<file path="config.mk">
export PLATFORM = sky130hd
export DESIGN_NAME = sum_accumulator
export DESIGN_NICKNAME = d
export VERILOG_FILES = /design/src/rtl/sum_accumulator.sv
export SDC_FILE = /design/constraint.sdc
export NUM_CORES = 1
export LEC_CHECK = 0
export ABC_AREA = 1
export CAP_MARGIN = 10
export CORE_ASPECT_RATIO = 1.75
export CORE_UTILIZATION = 25
export DETAILED_ROUTE_END_ITERATION = 16
export HOLD_SLACK_MARGIN = 0.02
export PLACE_DENSITY = 0.5
export SLEW_MARGIN = 20
export SYNTH_ARGS = -nofsm -noshare
export SYNTH_HDL_FRONTEND = slang
export SYNTH_SLANG_ARGS = --single-unit
</file>
<file path="constraint.sdc">
create_clock -name clock -period 6.25 [get_ports clock]
set_clock_uncertainty 0.2 [all_clocks]
set_input_delay 1.5625 -clock clock [delete_from_list [all_inputs] [get_ports clock]]
set_output_delay 1.5625 -clock clock [all_outputs]
set_load 0.005 [all_outputs]
</file>
<file path="src/rtl/sum_accumulator.sv">
// Sums frames of COUNT adder results into a wide total, presented on valid/ready one cycle after the last accept.
// in_ready drops while a finished result waits in DONE; nothing accepted is ever lost.
module sum_accumulator #(
  parameter int IN_WIDTH  = 33,
  parameter int ACC_WIDTH = 40,
  parameter int COUNT     = 4,
  parameter int CNT_WIDTH = 8
) (
  input  logic                 clock,
  input  logic                 reset,
  input  logic                 in_valid,
  output logic                 in_ready,
  input  logic [IN_WIDTH-1:0]  in_sum,
  output logic                 out_valid,
  input  logic                 out_ready,
  output logic [ACC_WIDTH-1:0] out_acc,
  output logic                 out_overflow
);

  typedef enum logic {
    ACCUM = 1'b0,
    DONE  = 1'b1
  } state_t;

  state_t                 state;
  logic [ACC_WIDTH-1:0]   acc;
  logic [CNT_WIDTH-1:0]   cnt;
  logic                   ovf_acc;
  logic                   accept;
  logic                   last;
  logic [ACC_WIDTH:0]     sum;

  assign in_ready = (state == ACCUM);
  assign accept   = in_valid & in_ready;
  assign last     = (cnt == CNT_WIDTH'(COUNT - 1));
  // One extra bit catches the carry out of the accumulator for overflow tracking.
  assign sum      = {1'b0, acc} + (ACC_WIDTH + 1)'(in_sum);

  always_ff @(posedge clock) begin
    if (!reset) begin
      state        <= ACCUM;
      acc          <= '0;
      cnt          <= '0;
      ovf_acc      <= 1'b0;
      out_valid    <= 1'b0;
      out_acc      <= '0;
      out_overflow <= 1'b0;
    end else begin
      case (state)
        ACCUM: begin
          if (accept) begin
            if (last) begin
              out_acc      <= sum[ACC_WIDTH-1:0];
              out_overflow <= ovf_acc | sum[ACC_WIDTH];
              out_valid    <= 1'b1;
              acc          <= '0;
              cnt          <= '0;
              ovf_acc      <= 1'b0;
              state        <= DONE;
            end else begin
              acc     <= sum[ACC_WIDTH-1:0];
              ovf_acc <= ovf_acc | sum[ACC_WIDTH];
              cnt     <= cnt + 1'b1;
            end
          end
        end
        DONE: begin
          if (out_valid && out_ready) begin
            out_valid <= 1'b0;
            state     <= ACCUM;
          end
        end
      endcase
    end
  end

endmodule

</file>
==> results.toml <==
[run_status]
status = "completed"

[synth]
yosysMostFrequentCell = "nand2_1"
netlist.area_leader.share = 0.310
yosys-top-cells-area = "dfxtp_1 (31%), nand2_1 (22%), inv_1 (7.6%)"
ys_types = 34
synth_cells = 948
syn_area_um2 = 5940
synth_edf_count = 0
synthFlopType = "dfxtp_1"
ys_ff_latch = 92
synth_seq_area_share = 0.310
synthArstFlopShare = 0
syn-num-nets = 1020
yosys.area.top_type = "dfxtp_1"
synth_warnings = 0
synthTopCellsByCount = "nand2_1 (353), inv_1 (121), dfxtp_1 (92)"
syn-mean-instance-area_um2 = 6.27

[global_route]
grt_use_total = 0.170
grt_max_degree = 47
grt_pass1_vias = 6020
overflow = 0
antenna_found_initial = 1
grt_first_pass_wirelength_mm = 31.1

[run]
maxCapViolCount = 0

[floorplan]
rows = 74
coreArea_um2 = 23300
die_area_um2 = 24400
pin_count = 80
dieHeight_um = 206
initial_utilization = 0.255
die_w_um = 119

[power_and_ir_drop]
p_seq_frac = 0.365
ir_worst_vdd_mv = 0.114
powerDensity_nw_per_um2 = 239
p_sw_frac = 0.353
internal_power_mw = 1.14
p_leak_nw = 3.49
power.share.clock = 0.331
combPwrFrac = 0.304
p_total_mw = 1.76
power_switching_uw = 622

[placement]
dp_hpwl_mm = 15.6
gp_congestion = 0.876
port-buffer-count = 79
pre_cts_slack_ps = 1890

[clocking]
cts_tree = "built"
htree_levels = 3
path_clk_slew_ps = 70
cts_setup_buffers = 0
hold_buffers = 0
clk-insertion-delay-late_ps = 360
cts.sinks = 92
cts_resized = 0
clock_path_buffers = 2
clockRootBuffer = "clkbuf_16"
cts_buffers = 9

[cells_and_area]
utilization = 0.316
multi_input_area_um2 = 3540
fin_nets = 1095
syn_to_final_growth_pct = 24.0
antennaDiodeCount = 0
regArea_um2 = 1840
drive_above_1_share = 0.0516
fill_cells = 2650

[timing]
worst_pin_slew_ps = 960
finalSetupViolations = 0
relSlewSlack = 0.360
finalSetupTns_ps = 0
hold_viol_final = 0
fmaxAchievable_mhz = 253
grt_setup_unrepaired = "no"
timing.hold.ws_ps = 255
finalCritPeriodShare = 0.631
finalMaxSlewViolations = 0
worst_slack_ps = 2310
fin_crit_ps = 3950

[drt]
drcViolationCount = 0
post_drt_wl_per_cell_um = 14.8
vias = 5889
routed_via_density = 4.42
drtIter0Drc = 263
ant_nets = 0
wl_mm = 19.7
firstDrtPassIters = 4

[critical_path]
worstPathRequired_ps = 6350
endpoint_kind = "flip-flop"
start_kind = "input pin"
crit_fanout = 46
cp_data_arrival_time_ps = 4050
timing.reg2reg.setup_slack_ps = 3540
critPathKind = "in -> reg"

[worst_hold_path]
hold_path_class = "reg -> reg"
## metal layers
metal / vias up / share of wire / track usage
met3: 41 / 0.027 / 0.0232
met4: 2 / 0.050 / 0.0999
met5: - / 0.00066 / 0
met2: 92 / 0.57 / 0.351
met1: 2612 / 0.35 / 0.153
li1: 3142 / - / -
## sequential cells by signal, indices dropped and copies added (netlist names)
| signal | count |
|---|---|
| acc | 40 |
| cnt | 8 |
| out_acc | 40 |
| out_overflow | 1 |
| out_valid | 1 |
| ovf_acc | 1 |
| state | 1 |
## worst max-delay path, cell delays in order
cell and delay [ps]:
clkdlybuf4s50_1 490, nand2_2 50, buf_4 310, nor3_2 530, nand2_1 210, inv_2 530, nand3_1 240, nand2_1 100
## final timing paths
check,startpoint,cells past startpoint,endpoint
setup / recovery,in_valid,8,out_acc[32]
hold / removal,out_acc[25],2,out_acc[25]
setup reg to reg,state,8,out_acc[32]
hold reg to reg,out_acc[25],2,out_acc[25]
## through the flow
stage	instance area [um2]	std cells
CTS	7360	1332
global placement	7050	1316
floorplan	5940	948
detailed placement	7050	1316
global route	7360	1332
finish	7360	1332
## cells by family (layout without fill, tap and decap cells)
family | after synthesis | in the layout | synth area share
flip-flops | 92 | 92 | 0.310
buffers and inverters | 143 | 223 | 0.0942
AND/OR/NAND/NOR | 551 | 551 | 0.395
adder cells (fa/ha/maj) | 35 | 35 | 0.0750
XOR/XNOR | 20 | 20 | 0.0295
AO/OA/AOI/OAI | 107 | 107 | 0.0961
## layout by cell type (no fill, tap or decap), types with 13 or more instances in the layout
master           count
a21oi_1             73
clkdlybuf4s50_1     79
dfxtp_1             92
ha_1                34
inv_1              121
nand2_1            353
nand3_1             67
nor2_1              67
nor3_1              13
o21ai_0             23
## cell type report
type | count | area share
Clock inverter | 6 | 0.00969
Sequential cell | 92 | 0.250
Inverter | 124 | 0.0632
Timing Repair Buffer | 83 | 0.111
Multi-Input combinational cell | 713 | 0.481
Tap cell | 304 | 0.0517
Clock buffer | 10 | 0.0325
## power groups by stage
stage / logic [mW] / registers (mW) / clock network, mW
after floorplan: 0.380 / 0.650 / 0
after global placement: 0.539 / 0.654 / 0
after detailed placement: 0.540 / 0.655 / 0
after CTS: 0.543 / 0.642 / 0.596
after global routing: 0.606 / 0.646 / 0.619
final: 0.535 / 0.642 / 0.582
Note: power is estimated with default switching activity, not from simulation.
